==> config.mk <==
export PLATFORM = sky130hd
export DESIGN_NAME = glyph_loader
export DESIGN_NICKNAME = d
export VERILOG_FILES = /design/src/rtl/glyph_loader.sv
export SDC_FILE = /design/constraint.sdc
export NUM_CORES = 1
export LEC_CHECK = 0
export BUFFER_PORTS_ARGS = -buffer_cell sky130_fd_sc_hd__buf_2
export CAP_MARGIN = 25
export CORE_UTILIZATION = 55
export DETAILED_ROUTE_END_ITERATION = 10
export PLACE_DENSITY = 0.77
export SLEW_MARGIN = 10
export SYNTH_ARGS = -nofsm -noshare
export SYNTH_HDL_FRONTEND = slang
export SYNTH_SLANG_ARGS = --single-unit
==> constraint.sdc <==
create_clock -name clk -period 5.6 [get_ports clk]
set_clock_uncertainty 0.1 [all_clocks]
set_input_delay 1.12 -clock clk [delete_from_list [all_inputs] [get_ports clk]]
set_output_delay 1.12 -clock clk [all_outputs]
set_load 0.01 [all_outputs]
==> src/rtl/glyph_loader.sv <==
// glyph_loader: parses a byte stream of glyph packets (0xA5, code, rows of
// 4 bytes each, MSB byte first) and writes each assembled 32-bit row into
// a glyph RAM at code*CHAR_HEIGHT + row. Stalled packets are aborted by
// an idle-cycle timeout.
module glyph_loader #(
  parameter int CHAR_HEIGHT = 32,
  parameter int GLYPHS      = 11,
  parameter int TIMEOUT     = 65535
) (
  input  logic        clk,
  input  logic        rst,
  input  logic        in_valid,
  input  logic [7:0]  in_data,
  output logic        in_ready,
  output logic        ram_we,
  output logic [9:0]  ram_addr,
  output logic [31:0] ram_wdata,
  output logic        busy,
  output logic        done,
  output logic        err,
  output logic [3:0]  char_count
);

  localparam logic [1:0] S_IDLE  = 2'd0;
  localparam logic [1:0] S_CODE  = 2'd1;
  localparam logic [1:0] S_DATA  = 2'd2;
  localparam logic [1:0] S_WRITE = 2'd3;

  localparam int          RW        = (CHAR_HEIGHT > 1) ? $clog2(CHAR_HEIGHT) : 1;
  localparam logic [RW-1:0] LAST_ROW = RW'(CHAR_HEIGHT - 1);
  localparam logic [7:0]  SYNC      = 8'hA5;
  localparam logic [7:0]  NUM_CODES = 8'(GLYPHS);
  localparam logic [15:0] TMO_LAST  = 16'(TIMEOUT - 1);
  localparam logic [9:0]  H10       = 10'(CHAR_HEIGHT);

  logic [1:0]    r_state;
  logic [9:0]    r_base;
  logic [RW-1:0] r_row;
  logic [1:0]    r_bidx;
  logic [23:0]   r_word;     // first three bytes of the current row
  logic [15:0]   r_tmo;
  logic [9:0]    r_addr;
  logic [31:0]   r_wdata;
  logic          r_err;
  logic [3:0]    r_cnt;

  logic          w_take;
  logic          w_last;
  logic          w_tmo_hit;
  logic [9:0]    w_code_base;

  // WRITE is the only cycle that refuses a byte, giving the RAM port a free slot
  assign in_ready    = (r_state != S_WRITE);
  assign w_take      = in_valid & in_ready;
  assign w_last      = (r_row == LAST_ROW);
  assign w_tmo_hit   = (r_tmo == TMO_LAST);
  assign w_code_base = 10'(in_data) * H10;

  assign ram_we      = (r_state == S_WRITE);
  assign ram_addr    = r_addr;
  assign ram_wdata   = r_wdata;
  assign busy        = (r_state != S_IDLE);
  assign done        = ram_we & w_last;
  assign err         = r_err;
  assign char_count  = r_cnt;

  // Packet FSM, row assembly, timeout and glyph counter
  always_ff @(posedge clk) begin
    if (rst) begin
      r_state <= S_IDLE;
      r_base  <= '0;
      r_row   <= '0;
      r_bidx  <= '0;
      r_word  <= '0;
      r_tmo   <= '0;
      r_addr  <= '0;
      r_wdata <= '0;
      r_err   <= 1'b0;
      r_cnt   <= '0;
    end else begin
      r_err <= 1'b0;
      case (r_state)
        S_IDLE: begin
          // non-sync bytes are silently dropped
          if (w_take && in_data == SYNC) begin
            r_state <= S_CODE;
            r_tmo   <= '0;
          end
        end
        S_CODE: begin
          if (w_take) begin
            r_tmo <= '0;
            if (in_data < NUM_CODES) begin
              r_base  <= w_code_base;
              r_row   <= '0;
              r_bidx  <= '0;
              r_state <= S_DATA;
            end else begin
              r_err   <= 1'b1;
              r_state <= S_IDLE;
            end
          end else if (w_tmo_hit) begin
            r_err   <= 1'b1;
            r_tmo   <= '0;
            r_state <= S_IDLE;
          end else begin
            r_tmo <= r_tmo + 16'd1;
          end
        end
        S_DATA: begin
          if (w_take) begin
            r_tmo  <= '0;
            r_word <= {r_word[15:0], in_data};
            r_bidx <= r_bidx + 2'd1;
            if (r_bidx == 2'd3) begin
              // address/data registered here so they hold after the write
              r_addr  <= r_base + 10'(r_row);
              r_wdata <= {r_word, in_data};
              r_state <= S_WRITE;
            end
          end else if (w_tmo_hit) begin
            r_err   <= 1'b1;
            r_tmo   <= '0;
            r_state <= S_IDLE;
          end else begin
            r_tmo <= r_tmo + 16'd1;
          end
        end
        default: begin // S_WRITE
          if (w_last) begin
            r_state <= S_IDLE;
            if (r_cnt != 4'd15) r_cnt <= r_cnt + 4'd1;
          end else begin
            r_row   <= r_row + RW'(1);
            r_bidx  <= '0;
            r_state <= S_DATA;
          end
        end
      endcase
    end
  end

endmodule

==> results_dict.tcl, run 1 <==
set metrics [dict create \
    run_status "finished clean" \
    wl_per_cell_um 13.8 \
    vias_per_cell 5.56 \
    tightest_slew_ps 967 \
    yosysSeqAreaShare_pct 48.5 \
    p_per_area_mw_per_mm2 266 \
    synth_cells 510 \
    ir_worst_vdd_uv 143 \
    cts-root-buf "clkbuf_8" \
    chipWidth_um 89.1 \
    use_met1_pct 34.4 \
    relSlewSlack_pct 35.3 \
    clock_path_buffers 2 \
    cts_made_buffers 9 \
    worstHoldPathType "reg -> reg" \
    maxSlewViolCount 0 \
    setup_ws_ps 2160 \
    chipHeight_um 89.1 \
    power_mw 1.26 \
    drive_gt1_share_pct 16.0 \
    grt_busiest_layer "met2" \
    grt_pass1_wl_um 14700 \
    initial_core_util_pct 57.2 \
    coreArea_mm2 0.00729 \
    nets 580 \
    cp.required_ps 5710 \
    utilization_pct 64.8 \
    synth_flop_cell "dfxtp_1" \
    yosysWarnings 0 \
    ff2ff_path_depth 7 \
    cts_tree "yes" \
    met3_usage_pct 3.60 \
    area_delta_synth_final_pct 13.3 \
    antenna_cells 0 \
    cellLeakagePower_nw 1.80 \
    synth_cell_types 51 \
    rsz0062_at_grt "no" \
    grt_max_degree 89 \
    setup_viol 0 \
    worstPathCellList "buf_2, nor2b_1, and2_1, nand2_1, buf_4, nand2_1, a21oi_1" \
    fillers 658 \
    slowest_delay_ps 730 \
    ios 62 \
    max_clock_freq_ghz 0.291 \
    die-area_mm2 0.00794 \
    synth-edff-count 0 \
    placed_cells 646 \
    ys_ff_latch 101 \
    critPathSlowestCell "and2_1" \
    cts_sinks 101 \
    cts_hold_buf 0 \
    drtIter0Drc 262 \
    preCtsSetupSlack_ps 1820 \
    setup.worst_path.class "in -> reg" \
    routed_wl_um 9140 \
    postCtsSetupBuffers 0 \
    post-route-min-period_ps 3440 \
    gp_congestion 0.868 \
    firstDrtPassIters 4 \
    clk_latency_ps 370 \
    period_share_pct 61.5 \
    use_met2_pct 36.5 \
    placementRows 31 \
    cts_resized 0 \
    fin_setup_tns_ps 0 \
    hold_viol 0 \
    cp.arrival_ps 3550 \
    grt-ovfl-total 0 \
    dp_hpwl_um 6270 \
    ant_nets 0 \
    cp_common_cell "nand2_1" \
    async_flop_share_pct 0 \
    synth_area_mm2 0.00417 \
    synth_area_per_cell_um2 8.18 \
    critPathLaunchType "primary input" \
    antenna_found_initial 0 \
    htreeDepth 3 \
    whs_path_depth 2 \
    drc 0 \
    grt_pass1_vias 3164 \
    track_usage_pct 23.9 \
    cp-end-kind "flip-flop" \
    vias 3677 \
    cp_max_fo 25 \
    drv_cap 0 \
    io_buffers 61 \
    clkTransAtPathRegs_ps 100 \
    place_area_mm2 0.00452 \
    stdcell_count 661 \
    syn-num-nets 532 \
    final_area_mm2 0.00472 \
    hold_slack_ps 349 \
]
## power breakdown
part,internal (mW),total [mW],switching (mW),leakage (nW)
clock network,0.214,0.473,0.260,0.104
registers,0.721,0.725,0.00423,0.813
logic,0.0169,0.0592,0.0423,0.887
total,0.951,1.26,0.306,1.80
## synth_stat cells, types with 2 or more instances
cell / instances / area, um2
nor4b_2: 2 / 30.0
a21o_1: 2 / 15.0
and2_1: 3 / 18.8
clkbuf_1: 25 / 93.8
o21ai_0: 8 / 40.0
or4_1: 2 / 15.0
ha_1: 11 / 138
nand2b_1: 4 / 25.0
nor2b_1: 2 / 12.5
o2111ai_1: 2 / 17.5
xnor2_1: 6 / 52.6
mux2i_1: 8 / 80.1
buf_1: 2 / 7.51
xor2_1: 3 / 26.3
a31oi_1: 3 / 18.8
nor3_1: 2 / 10.0
a22oi_1: 2 / 15.0
inv_1: 10 / 37.5
nor2_1: 22 / 82.6
and4_1: 3 / 26.3
nand3_1: 7 / 35.0
a311oi_1: 2 / 17.5
o31ai_1: 4 / 30.0
and3_1: 4 / 25.0
nand3b_1: 3 / 22.5
nand4_1: 6 / 37.5
nand2_1: 153 / 574
nor4_1: 2 / 12.5
a21oi_1: 81 / 405
a211oi_1: 5 / 37.5
dfxtp_1: 101 / 2020
## worst max-delay path, delay by kind of cell
kind / cells / cell delay [ps]
AND/OR/NAND/NOR: 4 / 1820
buffers and inverters: 2 / 510
AO/OA/AOI/OAI: 1 / 60
## worst paths after layout
| check | slack (ps) | start | to |
|---|---|---|---|
| min | 350 | r_word[23]$_SDFFE_PP0P_ | ram_wdata[31]$_SDFFE_PP0P_ |
| max reg2reg | 2290 | r_state[1]$_SDFFE_PP0P_ | ram_addr[6]$_SDFFE_PP0P_ |
| min reg2reg | 350 | r_word[23]$_SDFFE_PP0P_ | ram_wdata[31]$_SDFFE_PP0P_ |
| max | 2160 | in_valid | ram_addr[6]$_SDFFE_PP0P_ |
## sequential cells by signal, summed over array words and instances (netlist names)
| name | flops |
|---|---|
| ram_wdata | 32 |
| r_word | 24 |
| r_tmo | 16 |
| ram_addr | 10 |
| r_base | 5 |
| r_row | 5 |
| char_count | 4 |
| r_bidx | 2 |
| r_state | 2 |
| err | 1 |
## area by class of cell
cell class	count	area, um2	share of cell area [%]
clock buffer	9	124	2.62
inverter	10	37.5	0.794
multi-input combinational	372	2010	42.6
clock inverter	6	78.8	1.67
tap	99	124	2.62
sequential	101	2020	42.8
timing repair buffer	64	328	6.94
## cell families (layout without fill, tap and decap cells)
logic type,Yosys count,after routing,share of synthesized area [%]
compound gates,120,120,16.9
simple gates,224,224,24.2
xor+xnor,9,9,1.89
flops,101,101,48.5
mux,8,8,1.92
fa+ha+maj,11,11,3.30
buf+inv,37,89,3.33
## layer usage
metal	vias to the layer above	routed length [um]
met5	-	0
met4	0	82
met3	10	557
met2	112	3970
met1	1714	4530
li1	1841	-
## cell usage in the layout (no fill, tap or decap), types with 7 or more instances in the layout
cell      count
o21ai_0       8
dfxtp_1     101
nand2_1     153
buf_2        61
ha_1         11
mux2i_1       8
a21oi_1      81
nor2_1       22
nand3_1       7
clkbuf_8      9
inv_1        10
Note: power is estimated with default switching activity, not from simulation.
==> run 2, diff against run 1 <==
- ABC_AREA: unset -> 1
- CORE_UTILIZATION: 55 -> 51
- PLACE_DENSITY: 0.77 -> 0.75
- clock period: 5.6 -> 2.9 ns (I/O delays scaled with it)
==> run 2 against run 1 <==
Against the previous run:
- count of clock-buffer cells in the layout unchanged
- largest cell class is now multi-input gates
- final area up 7.0%
- core utilization down 4.2 points
- synthesized cell count up 22%
- highest routed layer unchanged
- non-clock buffer count up 6
- critical endpoint is now done
- total power up 130%
- first-iteration DRC count down 1.9%
- worst setup slack worse by 1700 ps
==> results_dict.tcl, run 2 <==
set metrics [dict create \
    drc 0 \
    rsz0062_at_grt "no" \
    hold_viol 0 \
    yosysSeqAreaShare_pct 45.3 \
    crit_buf_inv 2 \
    async_flop_share_pct 0 \
    chipWidth_um 95.6 \
    path_delay_family "flip-flops" \
    placementRows 33 \
    ant_nets 0 \
    area_delta_synth_final_pct 13.1 \
    switching_share_pct 31.9 \
    startpoint "r_row[0]$_SDFFE_PP0P_" \
    period_share_pct 83.3 \
    tightest_slew_ps 521 \
    coreArea_mm2 0.00834 \
    layout_common_cells "nand2_1 (183), dfxtp_1 (101), a21oi_1 (86)" \
    mostFrequentLayoutCell "nand2_1" \
    worstPathCellList "ha_1, nand2_1, nor2_1, ha_1, nand2_1, inv_1, buf_2" \
    power.internal_mw 2.00 \
    die-area_mm2 0.00914 \
    cts_tree "yes" \
    cp.arrival_ps 1740 \
    cp_max_fo 6 \
    max_clock_freq_ghz 0.414 \
    initial_core_util_pct 53.6 \
    critPathLaunchType "flip-flop" \
    cts_sinks 101 \
    drive_gt1_share_pct 15.0 \
    vias 4114 \
    worstHoldPathType "reg -> reg" \
    synth_area_leader_cell "dfxtp_1" \
    cellLeakagePower_nw 2.09 \
    antenna_found_initial 0 \
    worstHoldStart "ram_wdata[17]$_SDFFE_PP0P_" \
    p_seq_share_pct 49.7 \
    pwr-share-comb_pct 18.1 \
    synth-edff-count 0 \
    p_clk_share_pct 32.1 \
    p_per_area_mw_per_mm2 581 \
    synthMostInstantiatedCell "nand2_1" \
    dp_hpwl_um 7010 \
    io_buffers 61 \
    drv_cap 0 \
    nets 698 \
    setup_ws_ps 484 \
    syn-num-nets 646 \
    ir_worst_vdd_uv 248 \
    clk_latency_ps 360 \
    relSlewSlack_pct 65.2 \
    ys_top_cells_by_count "nand2_1 (183), dfxtp_1 (101), a21oi_1 (86)" \
    synth_area_leaders "dfxtp_1 (45%), nand2_1 (15%), a21oi_1 (9.6%)" \
    firstDrtPassIters 5 \
    wl_per_cell_um 12.5 \
    fin_setup_tns_ps 0 \
    place_area_mm2 0.00484 \
    critPathSlowestCell "dfxtp_1" \
    grt-ovfl-total 0 \
    gp_congestion 0.900 \
    largest_reg_flops 32 \
    ios 62 \
    slowest_delay_ps 470 \
    antenna_cells 0 \
    cp.required_ps 2220 \
    post-route-min-period_ps 2420 \
    synth_cells 624 \
    clkTransAtPathRegs_ps 100 \
    ys_ff_latch 101 \
    drtIter0Drc 257 \
    run_status "finished clean" \
    grt_max_degree 51 \
    synth_area_mm2 0.00447 \
    final_area_mm2 0.00505 \
    yosysTopAreaCellShare_pct 45.3 \
    p_sw_uw 937 \
    preCtsSetupSlack_ps 655 \
    vias_per_cell 5.23 \
    setup_viol 0 \
    synth_flop_cell "dfxtp_1" \
    synth_cell_types 34 \
    clock_path_buffers 2 \
    rr_startpoint "r_state[0]$_SDFFE_PP0P_" \
    cts_resized 0 \
    grt_pass1_wl_um 16700 \
    rrSetupSlack_ps 660 \
    cts_made_buffers 9 \
    cts_hold_buf 0 \
    chipHeight_um 95.6 \
    yosysWarnings 0 \
    cp-end-kind "primary output" \
    grt_pass1_vias 3743 \
    track_usage_pct 23.2 \
    maxSlewViolCount 0 \
    cts-root-buf "clkbuf_8" \
    htreeDepth 3 \
    routed_wl_um 9800 \
    synth_area_per_cell_um2 7.16 \
    postCtsSetupBuffers 0 \
    setup.worst_path.class "reg -> out" \
]
## run 2: changes by cell type after synthesis, sizes merged, moves of 6 or more
| cell | before | now |
|---|---|---|
| xnor2 | 6 | 0 |
| inv | 10 | 55 |
| nor2 | 23 | 50 |
| a211oi | 6 | 0 |
| nand2 | 153 | 188 |
| nand3 | 7 | 61 |
| buf | 2 | 13 |
| mux2i | 8 | 0 |
| clkbuf | 25 | 16 |
| a21oi | 82 | 88 |
## run 2: path summary, 6_finish.rpt
kind,end,depth (start not counted)
worst max register to register,ram_wdata[18]$_SDFFE_PP0P_,8
worst max-delay path,done,7
worst min-delay path,ram_wdata[17]$_SDFFE_PP0P_,2
worst min register to register,ram_wdata[17]$_SDFFE_PP0P_,2
## run 2: kinds of logic (layout without fill, tap and decap cells)
family / count (synthesis) / after routing / synth area share (%)
adder cells (fa/ha/maj): 11 / 11 / 3.08
AO/OA/AOI/OAI: 108 / 108 / 12.7
buffers and inverters: 84 / 141 / 7.90
AND/OR/NAND/NOR: 320 / 320 / 31.1
flip-flops: 101 / 101 / 45.3
## run 2: per-layer routing
layer | vias to the layer above | wire length (um) | GRT usage (%)
li1 | 2128 | - | -
met1 | 1894 | 4460 | 29.0
met2 | 85 | 4880 | 40.2
met3 | 7 | 378 | 5.18
met4 | 0 | 92 | 5.85
met5 | - | 0 | 0
## run 2: cell type report
type                    count  area (um2)
flip-flops and latches    101        2020
inverters                  55         206
fillers                   794        3290
well taps                 105         131
multi-input cells         439        2090
repair buffers             70         385
clock buffers               9         124
clock inverters             7        92.6
## run 2: power groups by stage
stage	logic, mW	registers (mW)	clock network, mW
final	0.532	1.46	0.944
after global routing	0.606	1.47	1.03
after CTS	0.526	1.46	0.971
after detailed placement	0.521	1.49	0
after global placement	0.516	1.49	0
after floorplan	0.419	1.48	0
## run 2: through the flow
| step | hold WS (ps) | utilization [%] | instances | power (mW) |
|---|---|---|---|---|
| final | 361 | 60.6 | 786 | 2.94 |
| after floorplan | 334 | - | 624 | 1.90 |
| after global routing | 375 | 60.6 | 786 | 3.11 |
| after CTS | 366 | 60.6 | 786 | 2.96 |
| after global placement | 346 | 58.0 | 770 | 2.01 |
| after detailed placement | 352 | 58.0 | 770 | 2.01 |
## run 2: worst min-delay path, cell delays in order (launching register included)
cell     delay, ps
dfxtp_1        320
nand2_1         60
a21oi_1         50
